`src/rtl/cpu_pkg.sv`:
```
// Shared types and encodings for the 8-bit multicycle CPU controller.
package cpu_pkg;

  localparam int unsigned OPCODE_W   = 4;
  localparam int unsigned ALU_CTRL_W = 3;

  // Defined opcodes; 0xC-0xF are undefined.
  typedef enum logic [OPCODE_W-1:0] {
    OP_NOP = 4'h0,
    OP_ADD = 4'h1,
    OP_SUB = 4'h2,
    OP_AND = 4'h3,
    OP_OR  = 4'h4,
    OP_XOR = 4'h5,
    OP_SLT = 4'h6,
    OP_INC = 4'h7,
    OP_LD  = 4'h8,
    OP_ST  = 4'h9,
    OP_JMP = 4'hA,
    OP_HLT = 4'hB
  } opcode_t;

  localparam logic [ALU_CTRL_W-1:0] ALU_ADD = 3'd0;
  localparam logic [ALU_CTRL_W-1:0] ALU_SUB = 3'd1;
  localparam logic [ALU_CTRL_W-1:0] ALU_AND = 3'd2;
  localparam logic [ALU_CTRL_W-1:0] ALU_OR  = 3'd3;
  localparam logic [ALU_CTRL_W-1:0] ALU_XOR = 3'd4;
  localparam logic [ALU_CTRL_W-1:0] ALU_SLT = 3'd5;

  typedef enum logic [2:0] {
    FETCH1,
    FETCH2,
    ALU,
    INC,
    LOAD,
    STORE,
    JUMP,
    HALT
  } state_t;

  // Datapath control word for one state.
  typedef struct packed {
    logic                  pc_select;
    logic                  pc_enable;
    logic                  adr_select;
    logic                  ir1_en;
    logic                  ir2_en;
    logic                  reg_select;
    logic                  wd3_select;
    logic                  reg_write;
    logic                  op1_sel;
    logic                  op2_sel;
    logic                  alu_out_en;
    logic [ALU_CTRL_W-1:0] alu_control;
    logic                  mem_write;
  } ctrl_t;

  // ALU operation for a register-register opcode; anything else adds.
  function automatic logic [ALU_CTRL_W-1:0] alu_for_op(input logic [OPCODE_W-1:0] op);
    logic [ALU_CTRL_W-1:0] r_res;
    r_res = ALU_ADD;
    case (op)
      OP_ADD:  r_res = ALU_ADD;
      OP_SUB:  r_res = ALU_SUB;
      OP_AND:  r_res = ALU_AND;
      OP_OR:   r_res = ALU_OR;
      OP_XOR:  r_res = ALU_XOR;
      OP_SLT:  r_res = ALU_SLT;
      default: r_res = ALU_ADD;
    endcase
    return r_res;
  endfunction

endpackage

```
`src/rtl/control_unit_if.sv`:
```
// Controller <-> datapath bundle: opcode in, selects/enables/status out.
interface control_unit_if;
  import cpu_pkg::*;

  logic [OPCODE_W-1:0]   opcode;
  logic                  pcSelect;
  logic                  pcEnable;
  logic                  adrSelect;
  logic                  ir1En;
  logic                  ir2En;
  logic                  regSelect;
  logic                  wd3Select;
  logic                  regWrite;
  logic                  op1Sel;
  logic                  op2Sel;
  logic                  aluOutEn;
  logic [ALU_CTRL_W-1:0] aluControl;
  logic                  memWrite;
  logic                  instrDone;
  logic                  halted;
  logic                  illegal;

  modport master (
    input  opcode,
    output pcSelect, pcEnable, adrSelect, ir1En, ir2En, regSelect, wd3Select,
           regWrite, op1Sel, op2Sel, aluOutEn, aluControl, memWrite,
           instrDone, halted, illegal
  );

  modport slave (
    output opcode,
    input  pcSelect, pcEnable, adrSelect, ir1En, ir2En, regSelect, wd3Select,
           regWrite, op1Sel, op2Sel, aluOutEn, aluControl, memWrite,
           instrDone, halted, illegal
  );

endinterface

```
`src/rtl/control_decode.sv`:
```
// Combinational decode of FSM state (+ opcode for ALU ops) into the control word.
module control_decode
  import cpu_pkg::*;
(
  input  state_t              i_state,
  input  logic [OPCODE_W-1:0] i_opcode,
  output ctrl_t               o_ctrl_c
);

  // Per-state control word; unlisted fields stay 0 and the ALU adds.
  always_comb begin
    o_ctrl_c             = '0;
    o_ctrl_c.alu_control = ALU_ADD;
    case (i_state)
      FETCH1: begin
        o_ctrl_c.ir1_en    = 1'b1;
        o_ctrl_c.op2_sel   = 1'b1;
        o_ctrl_c.pc_enable = 1'b1;
      end
      FETCH2: begin
        o_ctrl_c.ir2_en    = 1'b1;
        o_ctrl_c.op2_sel   = 1'b1;
        o_ctrl_c.pc_enable = 1'b1;
      end
      ALU: begin
        o_ctrl_c.reg_select  = 1'b1;
        o_ctrl_c.op1_sel     = 1'b1;
        o_ctrl_c.wd3_select  = 1'b1;
        o_ctrl_c.reg_write   = 1'b1;
        o_ctrl_c.alu_out_en  = 1'b1;
        o_ctrl_c.alu_control = alu_for_op(i_opcode);
      end
      INC: begin
        o_ctrl_c.op1_sel    = 1'b1;
        o_ctrl_c.op2_sel    = 1'b1;
        o_ctrl_c.wd3_select = 1'b1;
        o_ctrl_c.reg_write  = 1'b1;
        o_ctrl_c.alu_out_en = 1'b1;
      end
      LOAD: begin
        o_ctrl_c.adr_select = 1'b1;
        o_ctrl_c.reg_write  = 1'b1;
      end
      STORE: begin
        o_ctrl_c.adr_select = 1'b1;
        o_ctrl_c.mem_write  = 1'b1;
      end
      JUMP: begin
        o_ctrl_c.pc_select = 1'b1;
        o_ctrl_c.pc_enable = 1'b1;
      end
      default: begin
        o_ctrl_c.alu_control = ALU_ADD;
      end
    endcase
  end

endmodule

```
`src/rtl/control_unit.sv`:
```
// Multicycle FSM controller: two-byte fetch, one-cycle execute, retire/halt status.
module control_unit
  import cpu_pkg::*;
#(
  parameter bit ILLEGAL_HALTS = 1'b0
)(
  input  logic           clk,
  input  logic           reset,
  control_unit_if.master bus
);

  state_t r_state;
  state_t w_next_state;
  logic   r_illegal;
  logic   w_illegal_next;
  logic   r_was_halt;
  logic   w_fetch2_done;
  logic   w_done;
  ctrl_t  w_ctrl;

  control_decode u_decode (
    .i_state  (r_state),
    .i_opcode (bus.opcode),
    .o_ctrl_c (w_ctrl)
  );

  // State, sticky illegal flag, and previous-cycle HALT marker for entry detection.
  always_ff @(posedge clk) begin
    if (reset) begin
      r_state    <= FETCH1;
      r_illegal  <= 1'b0;
      r_was_halt <= 1'b0;
    end else begin
      r_state    <= w_next_state;
      r_illegal  <= w_illegal_next;
      r_was_halt <= (r_state == HALT);
    end
  end

  // Next state; opcode only matters at the end of the second fetch.
  always_comb begin
    w_next_state   = r_state;
    w_illegal_next = r_illegal;
    w_fetch2_done  = 1'b0;
    case (r_state)
      FETCH1: w_next_state = FETCH2;
      FETCH2: begin
        case (bus.opcode)
          OP_NOP: begin
            w_next_state  = FETCH1;
            w_fetch2_done = 1'b1;
          end
          OP_ADD, OP_SUB, OP_AND, OP_OR, OP_XOR, OP_SLT: w_next_state = ALU;
          OP_INC: w_next_state = INC;
          OP_LD:  w_next_state = LOAD;
          OP_ST:  w_next_state = STORE;
          OP_JMP: w_next_state = JUMP;
          OP_HLT: w_next_state = HALT;
          default: begin
            if (ILLEGAL_HALTS) begin
              w_next_state   = HALT;
              w_illegal_next = 1'b1;
            end else begin
              w_next_state  = FETCH1;
              w_fetch2_done = 1'b1;
            end
          end
        endcase
      end
      ALU, INC, LOAD, STORE, JUMP: w_next_state = FETCH1;
      HALT:    w_next_state = HALT;
      default: w_next_state = FETCH1;
    endcase
  end

  // Moore outputs; reset masks every enable and the retire pulse.
  always_comb begin
    w_done = 1'b0;
    case (r_state)
      ALU, INC, LOAD, STORE, JUMP: w_done = 1'b1;
      FETCH2:  w_done = w_fetch2_done;
      HALT:    w_done = ~r_was_halt;
      default: w_done = 1'b0;
    endcase

    bus.pcSelect   = w_ctrl.pc_select;
    bus.adrSelect  = w_ctrl.adr_select;
    bus.regSelect  = w_ctrl.reg_select;
    bus.wd3Select  = w_ctrl.wd3_select;
    bus.op1Sel     = w_ctrl.op1_sel;
    bus.op2Sel     = w_ctrl.op2_sel;
    bus.aluControl = w_ctrl.alu_control;
    bus.pcEnable   = w_ctrl.pc_enable  & ~reset;
    bus.ir1En      = w_ctrl.ir1_en     & ~reset;
    bus.ir2En      = w_ctrl.ir2_en     & ~reset;
    bus.regWrite   = w_ctrl.reg_write  & ~reset;
    bus.memWrite   = w_ctrl.mem_write  & ~reset;
    bus.aluOutEn   = w_ctrl.alu_out_en & ~reset;
    bus.instrDone  = w_done            & ~reset;
    bus.halted     = (r_state == HALT);
    bus.illegal    = r_illegal;
  end

endmodule

```
`src/flat_wrapper.sv`:
```
// flat-port wrapper written by rule: the top's interface ports become plain ports
module control_unit_flat import cpu_pkg::*;
#(
  parameter bit ILLEGAL_HALTS = 1'b0
)
  (clk, reset, bus_opcode, bus_pcSelect, bus_pcEnable, bus_adrSelect, bus_ir1En, bus_ir2En, bus_regSelect, bus_wd3Select, bus_regWrite, bus_op1Sel, bus_op2Sel, bus_aluOutEn, bus_aluControl, bus_memWrite, bus_instrDone, bus_halted, bus_illegal);
  control_unit_if bus_i ();
  input  logic clk;
  input  logic reset;
  input wire logic [$bits(bus_i.opcode)-1:0] bus_opcode;
  output wire logic [$bits(bus_i.pcSelect)-1:0] bus_pcSelect;
  output wire logic [$bits(bus_i.pcEnable)-1:0] bus_pcEnable;
  output wire logic [$bits(bus_i.adrSelect)-1:0] bus_adrSelect;
  output wire logic [$bits(bus_i.ir1En)-1:0] bus_ir1En;
  output wire logic [$bits(bus_i.ir2En)-1:0] bus_ir2En;
  output wire logic [$bits(bus_i.regSelect)-1:0] bus_regSelect;
  output wire logic [$bits(bus_i.wd3Select)-1:0] bus_wd3Select;
  output wire logic [$bits(bus_i.regWrite)-1:0] bus_regWrite;
  output wire logic [$bits(bus_i.op1Sel)-1:0] bus_op1Sel;
  output wire logic [$bits(bus_i.op2Sel)-1:0] bus_op2Sel;
  output wire logic [$bits(bus_i.aluOutEn)-1:0] bus_aluOutEn;
  output wire logic [$bits(bus_i.aluControl)-1:0] bus_aluControl;
  output wire logic [$bits(bus_i.memWrite)-1:0] bus_memWrite;
  output wire logic [$bits(bus_i.instrDone)-1:0] bus_instrDone;
  output wire logic [$bits(bus_i.halted)-1:0] bus_halted;
  output wire logic [$bits(bus_i.illegal)-1:0] bus_illegal;
  assign bus_i.opcode = bus_opcode;
  assign bus_pcSelect = bus_i.pcSelect;
  assign bus_pcEnable = bus_i.pcEnable;
  assign bus_adrSelect = bus_i.adrSelect;
  assign bus_ir1En = bus_i.ir1En;
  assign bus_ir2En = bus_i.ir2En;
  assign bus_regSelect = bus_i.regSelect;
  assign bus_wd3Select = bus_i.wd3Select;
  assign bus_regWrite = bus_i.regWrite;
  assign bus_op1Sel = bus_i.op1Sel;
  assign bus_op2Sel = bus_i.op2Sel;
  assign bus_aluOutEn = bus_i.aluOutEn;
  assign bus_aluControl = bus_i.aluControl;
  assign bus_memWrite = bus_i.memWrite;
  assign bus_instrDone = bus_i.instrDone;
  assign bus_halted = bus_i.halted;
  assign bus_illegal = bus_i.illegal;
  control_unit #(.ILLEGAL_HALTS(ILLEGAL_HALTS)) u_core (.clk(clk), .reset(reset), .bus(bus_i));
endmodule
```
`config.mk`:
```
export PLATFORM = sky130hd
export DESIGN_NAME = control_unit_flat
export DESIGN_NICKNAME = d
export VERILOG_FILES = /design/src/rtl/cpu_pkg.sv /design/src/rtl/control_unit_if.sv /design/src/rtl/control_decode.sv /design/src/rtl/control_unit.sv /design/src/flat_wrapper.sv
export SDC_FILE = /design/constraint.sdc
export NUM_CORES = 1
export LEC_CHECK = 0
export BUFFER_PORTS_ARGS = -buffer_cell sky130_fd_sc_hd__buf_4
export CORE_AREA = 2 2 39 41
export CTS_CLUSTER_SIZE = 14
export DETAILED_ROUTE_END_ITERATION = 7
export DIE_AREA = 0 0 41 43
export GPL_TIMING_DRIVEN = 1
export REMOVE_ABC_BUFFERS = 1
export SETUP_SLACK_MARGIN = 0.15
export SYNTH_ARGS = -nofsm -noshare
export SYNTH_HDL_FRONTEND = slang
export SYNTH_SLANG_ARGS = --single-unit
```
`constraint.sdc`:
```
create_clock -name clk -period 1.8 [get_ports clk]
set_input_delay 0.54 -clock clk [delete_from_list [all_inputs] [get_ports clk]]
set_output_delay 0.54 -clock clk [all_outputs]
set_load 0.02 [all_outputs]
```
Word-level counts from Yosys, hierarchy flattened
Index checks and enable logic that the tools add are counted.
{"block": "totals", "inputBits": 6, "out_inout_bits": 18, "wordCells": 54, "regBits": 4}
{"block": "classes", "bitwise_logic": 9, "eq_ne": 18, "n_mux": 16, "n_reduce_logical": 9}
{"cell": "case mux 3 bit (6 select lines)", "n": 1}
{"cell": "== test 4 x 3 -> 1 bit, second input constant", "n": 4}
{"cell": "== test 4 bit, second input constant", "n": 4}
{"cell": "case mux 3 bit (5 select lines)", "n": 1}
{"cell": "== test 3 bit, second input constant", "n": 4}
{"cell": "case mux 3 bit (4 select lines)", "n": 1}
{"cell": "2-to-1 mux 1 bit", "n": 11}
{"cell": "OR reduction 11 bit", "n": 1}
{"cell": "OR reduction 3 bit", "n": 3}
{"cell": "== test 4 x 2 -> 1 bit, second input constant", "n": 2}
{"cell": "AND 1 bit", "n": 7}
{"cell": "== test 3 x 2 -> 1 bit, second input constant", "n": 2}
{"cell": "OR reduction 6 bit", "n": 1}
{"cell": "OR reduction 5 bit", "n": 1}
{"cell": "== test 4 x 1 -> 1 bit, second input constant", "n": 1}
{"cell": "OR reduction 2 bit", "n": 2}
{"cell": "== test 3 x 1 -> 1 bit, second input constant", "n": 1}
{"cell": "logical NOT 3 bit", "n": 1}
{"cell": "2-to-1 mux 3 bit", "n": 1}
{"cell": "case mux 1 bit (3 select lines)", "n": 1}
{"cell": "NOT 1 bit", "n": 2}

Logic depth before layout (Yosys ltp)
{"block": "depth", "ltp_word": 5, "depth_mapped": 4, "ltp_nobuf": 3}

Modules after synthesis
A second synthesis with hierarchy kept.
{"block": "hier_totals", "cells_unflattened": 64, "area_unflattened_um2": 513.0}
{"mod": "control_unit", "area_each_um2": 347.8, "seq_area_each_um2": 80.1, "n_inst": 1, "cells_per_inst": 42}
{"mod": "control_decode", "area_each_um2": 165.2, "seq_area_each_um2": 0.0, "n_inst": 1, "cells_per_inst": 22}

Worst setup path after synthesis
Ideal clock, no wire load.
{"block": "synth_path", "path_kind": "input -> output", "startpoint": "input bus_opcode[0]", "endpoint": "output bus_instrDone", "path_slack_ns": -0.151, "path_buffers": 1, "path_stages": 4, "t_arrival_ns": 1.411, "required_ns": 1.260, "cell_sequence": "buf_6 nor4_1 o21ai_1 a221oi_2"}
{"block": "synth_via", "elab_chain_cells": 5, "elab_cells_between_ends": 15, "cone_classes": "eq/ne (11); mux (2); bitwise (1); reduce/logical (1)"}
{"item": "start, declared", "line": "flat_wrapper.sv:10", "text": "input wire logic [$bits(bus_i.opcode)-1:0] bus_opcode;"}
{"item": "== test 4 x 1 -> 1 bit (tied with other cells)", "line": "control_unit.sv:48", "text": "case (bus.opcode)"}
{"item": "OR reduction 11 bit (no source line) *"}
{"item": "2-to-1 mux 1 bit *"}
{"item": "case mux 1 bit (3 select lines) *", "line": "control_unit.sv:79", "text": "case (r_state)"}
{"item": "AND 1 bit *", "line": "control_unit.sv:99", "text": "bus.instrDone = w_done & ~reset;"}
{"item": "end, declared", "line": "flat_wrapper.sv:24", "text": "output wire logic [$bits(bus_i.instrDone)-1:0] bus_instrDone;"}
Every way passes the cells marked *; elsewhere a longest branch is shown, timed or not.

Worst setup path in the final report
{"block": "layout_path", "startpoint": "input bus_opcode[2]", "endpoint": "output bus_instrDone"}
Same word-level chain as after synthesis.

==> results.yml <==
timing:
  worst_slack_ns: -0.118
  rsz0062_at_grt: "yes"
  setup_violations: 5
  fin_crit_ns: 1.92
  slew_violations: 0
  fmax_ghz: 0.521
  fin_skew_ns: 0.00611
  hold_viol_final: 0
  fin_crit_sh_pct: 107
clock_network:
  cts.reportedPaths.clkPinSlew_ns: 0.04
  cts_htree_levels: 1
  cts_tree: "yes"
  cts_buffer_depth: 2
  numCtsBuffers: 3
  postCtsHoldBufs: 0
  clk-insertion-delay-late_ns: 0.24
  clock-sinks: 4
  cts_root_buf: "clkbuf_4"
floorplan:
  die_area_um2: 1760
  design.portCount: 24
  rows: 14
  floorplan.initialDensity_pct: 30.3
  core_area_um2: 1380
  die_x_um: 41
  die_h_um: 43
critical_path:
  worstSetupPathType: "input port to output pin"
  r2r_cells: 5
  endpoint_kind: "output pin"
  cp.required_ns: 1.26
  slowest_stage: "nor4_4"
  max_stage_delay_ns: 0.27
  crit_path_max_fanout: 2
  cp.arrival_ns: 1.38
  crit_path_cell_trace: "buf_8, nor4_4, o21ai_2, a221oi_2, buf_4"
  critPathLaunchType: "input port"
global_route:
  grt_overflow: 0
  grt_pass1_wl_mm: 1.95
  antenna_found_initial: 0
  grt_start_max_net_pins: 10
  grt_usage_pct: 16.7
  grt_pass1_vias: 463
power:
  power_density_nw_per_um2: 448
  switching_share_pct: 33.1
  power_switching_mw: 0.135
  p_leak_nw: 0.416
  clockPowerShare_pct: 27.7
  p_comb_share_pct: 47.6
  worst_ir_drop_vdd_mv: 0.457
  seq_power_share_pct: 24.6
  internal_power_mw: 0.272
placement:
  post-place-ws_ns: -0.198
  dp_hpwl_um: 818
  gp_congestion: 0.739
  io_buffers: 22
  placed_area_um2: 617
detailed_routing:
  drt_iter0_markers: 3
  first_pass_iters: 3
  via_per_inst: 4.86
  wl_mm: 1.41
  wl_per_cell_um: 12.7
  vias: 540
  drc: 0
  antenna_left: 0
job:
  drv_cap: 0
yosys:
  ys_seq_area_share_pct: 19.1
  synthDistinctLibCells: 27
  synth_seq_cells: 4
  netlist_area_um2: 419
  synthCells: 58
  yosysWarnings: 0
  syn_area_per_cell_um2: 7.23
run_status:
  status: "finished with violations"
  violations: "setup timing"
layout:
  drive_gt1_share_pct: 71.6
  regArea_um2: 91.3
  finalInstanceArea_um2: 907
  fillers: 112
  multi_input_area_um2: 380
  syn_to_final_growth_pct: 116
  layout.nets: 103
  diodes: 0
hold_path:
  min_path_cells: 2
  hold_class: "register to register"
-- power groups by stage --
stage / logic (mW) / registers (mW) / clock network (mW)
finish: 0.194 / 0.100 / 0.113
global route: 0.205 / 0.100 / 0.124
CTS: 0.177 / 0.0991 / 0.115
detailed placement: 0.124 / 0.101 / 0
global placement: 0.123 / 0.101 / 0
floorplan: 0.0590 / 0.102 / 0
-- path summary, 6_finish.rpt --
check             slack [ns]                            to                          from
setup / recovery       -0.12                 bus_instrDone                 bus_opcode[2]
hold / removal          0.54  u_core.r_state[0]$_SDFF_PP0_  u_core.r_state[1]$_SDFF_PP0_
setup reg to reg        0.71  u_core.r_state[1]$_SDFF_PP0_  u_core.r_state[0]$_SDFF_PP0_
hold reg to reg         0.54  u_core.r_state[0]$_SDFF_PP0_  u_core.r_state[1]$_SDFF_PP0_
-- cell usage after synthesis --
library cell | number | area [µm²]
buf_4 | 3 | 22.5
buf_6 | 2 | 22.5
a21o_1 | 1 | 7.51
nor2_1 | 11 | 41.3
and2b_2 | 1 | 8.76
a21oi_1 | 5 | 25.0
o22ai_1 | 1 | 6.26
dfxtp_1 | 4 | 80.1
inv_1 | 3 | 11.3
nand2b_1 | 3 | 18.8
a311o_1 | 1 | 10.0
nand4b_1 | 1 | 8.76
conb_1 | 1 | 3.75
or3_4 | 1 | 11.3
nor2b_1 | 2 | 12.5
a221oi_2 | 1 | 15.0
o21ai_1 | 1 | 5.00
xor2_1 | 1 | 8.76
nand3_1 | 1 | 5.00
nor3_2 | 2 | 20.0
nand3b_1 | 2 | 15.0
and3b_1 | 1 | 8.76
nand2_1 | 2 | 7.51
nand2b_2 | 1 | 8.76
nor4_1 | 2 | 12.5
and2_1 | 2 | 12.5
buf_2 | 2 | 10.0
-- layout make-up --
cell class                 count  share of cell area [%]
multi-input combinational     44                    41.9
timing repair buffer          41                    41.8
sequential                     4                    10.1
clock buffer                   3                    2.48
tap                           16                    2.21
inverter                       3                    1.52
-- per-stage QoR --
stage | total power [mW] | TNS [ns] | std cells | util (%) | hold slack [ns]
3_3_place_gp | 0.225 | -0.374 | 98 | 44.6 | 0.567
2_1_floorplan | 0.161 | -0.296 | 51 | - | 0.538
3_5_place_dp | 0.225 | -0.355 | 98 | 44.6 | 0.571
5_1_grt | 0.429 | -0.570 | 111 | 65.6 | 0.569
4_1_cts | 0.391 | -0.429 | 110 | 61.9 | 0.541
6_report | 0.407 | -0.341 | 111 | 65.6 | 0.544
-- placed cells by master (no fill, tap or decap), types with 2 or more instances in the layout --
cell type / count
a21oi_1: 3
buf_4: 24
buf_6: 15
buf_8: 2
clkbuf_4: 3
dfxtp_4: 3
nand2_1: 2
nand2b_4: 4
nand3b_1: 2
nor2_1: 10
nor2b_4: 2
nor4_4: 2
-- worst max-delay path: cells and delay by family --
kind | cells | cell delay, ns
simple gates | 1 | 0.27
compound gates | 2 | 0.29
buf+inv | 2 | 0.27
-- cells by family (layout without fill, tap and decap cells) --
| group | count (synthesis) | in the layout | share of synthesized area, % |
|---|---|---|---|
| other cells | 1 | 1 | 0.895 |
| buf+inv | 10 | 47 | 15.8 |
| flops | 4 | 4 | 19.1 |
| xor+xnor | 1 | 1 | 2.09 |
| simple gates | 32 | 32 | 45.7 |
| compound gates | 10 | 10 | 16.4 |
-- per-layer routing --
layer	GRT usage, %	share of wire (%)	wire length (µm)
met5	0	0	0
met4	6.00	0	0
met3	4.71	3.8	54
met2	25.9	55	773
met1	21.0	41	577
-- state kept, by name (all words and copies together), names as in the netlist --
signal,flops
u_core.r_state,3
u_core.r_was_halt,1
-- timing repair --
| item | in CTS | in global routing |
|---|---|---|
| setup buffers | 9 | 1 |
| hold endpoints to repair | 0 | 0 |
| pin swaps | 11 | 3 |
| endpoints found under the setup margin | 16 | 16 |
| gates resized for setup | 38 | 10 |
No activity file was read; power rests on OpenSTA's default activity.
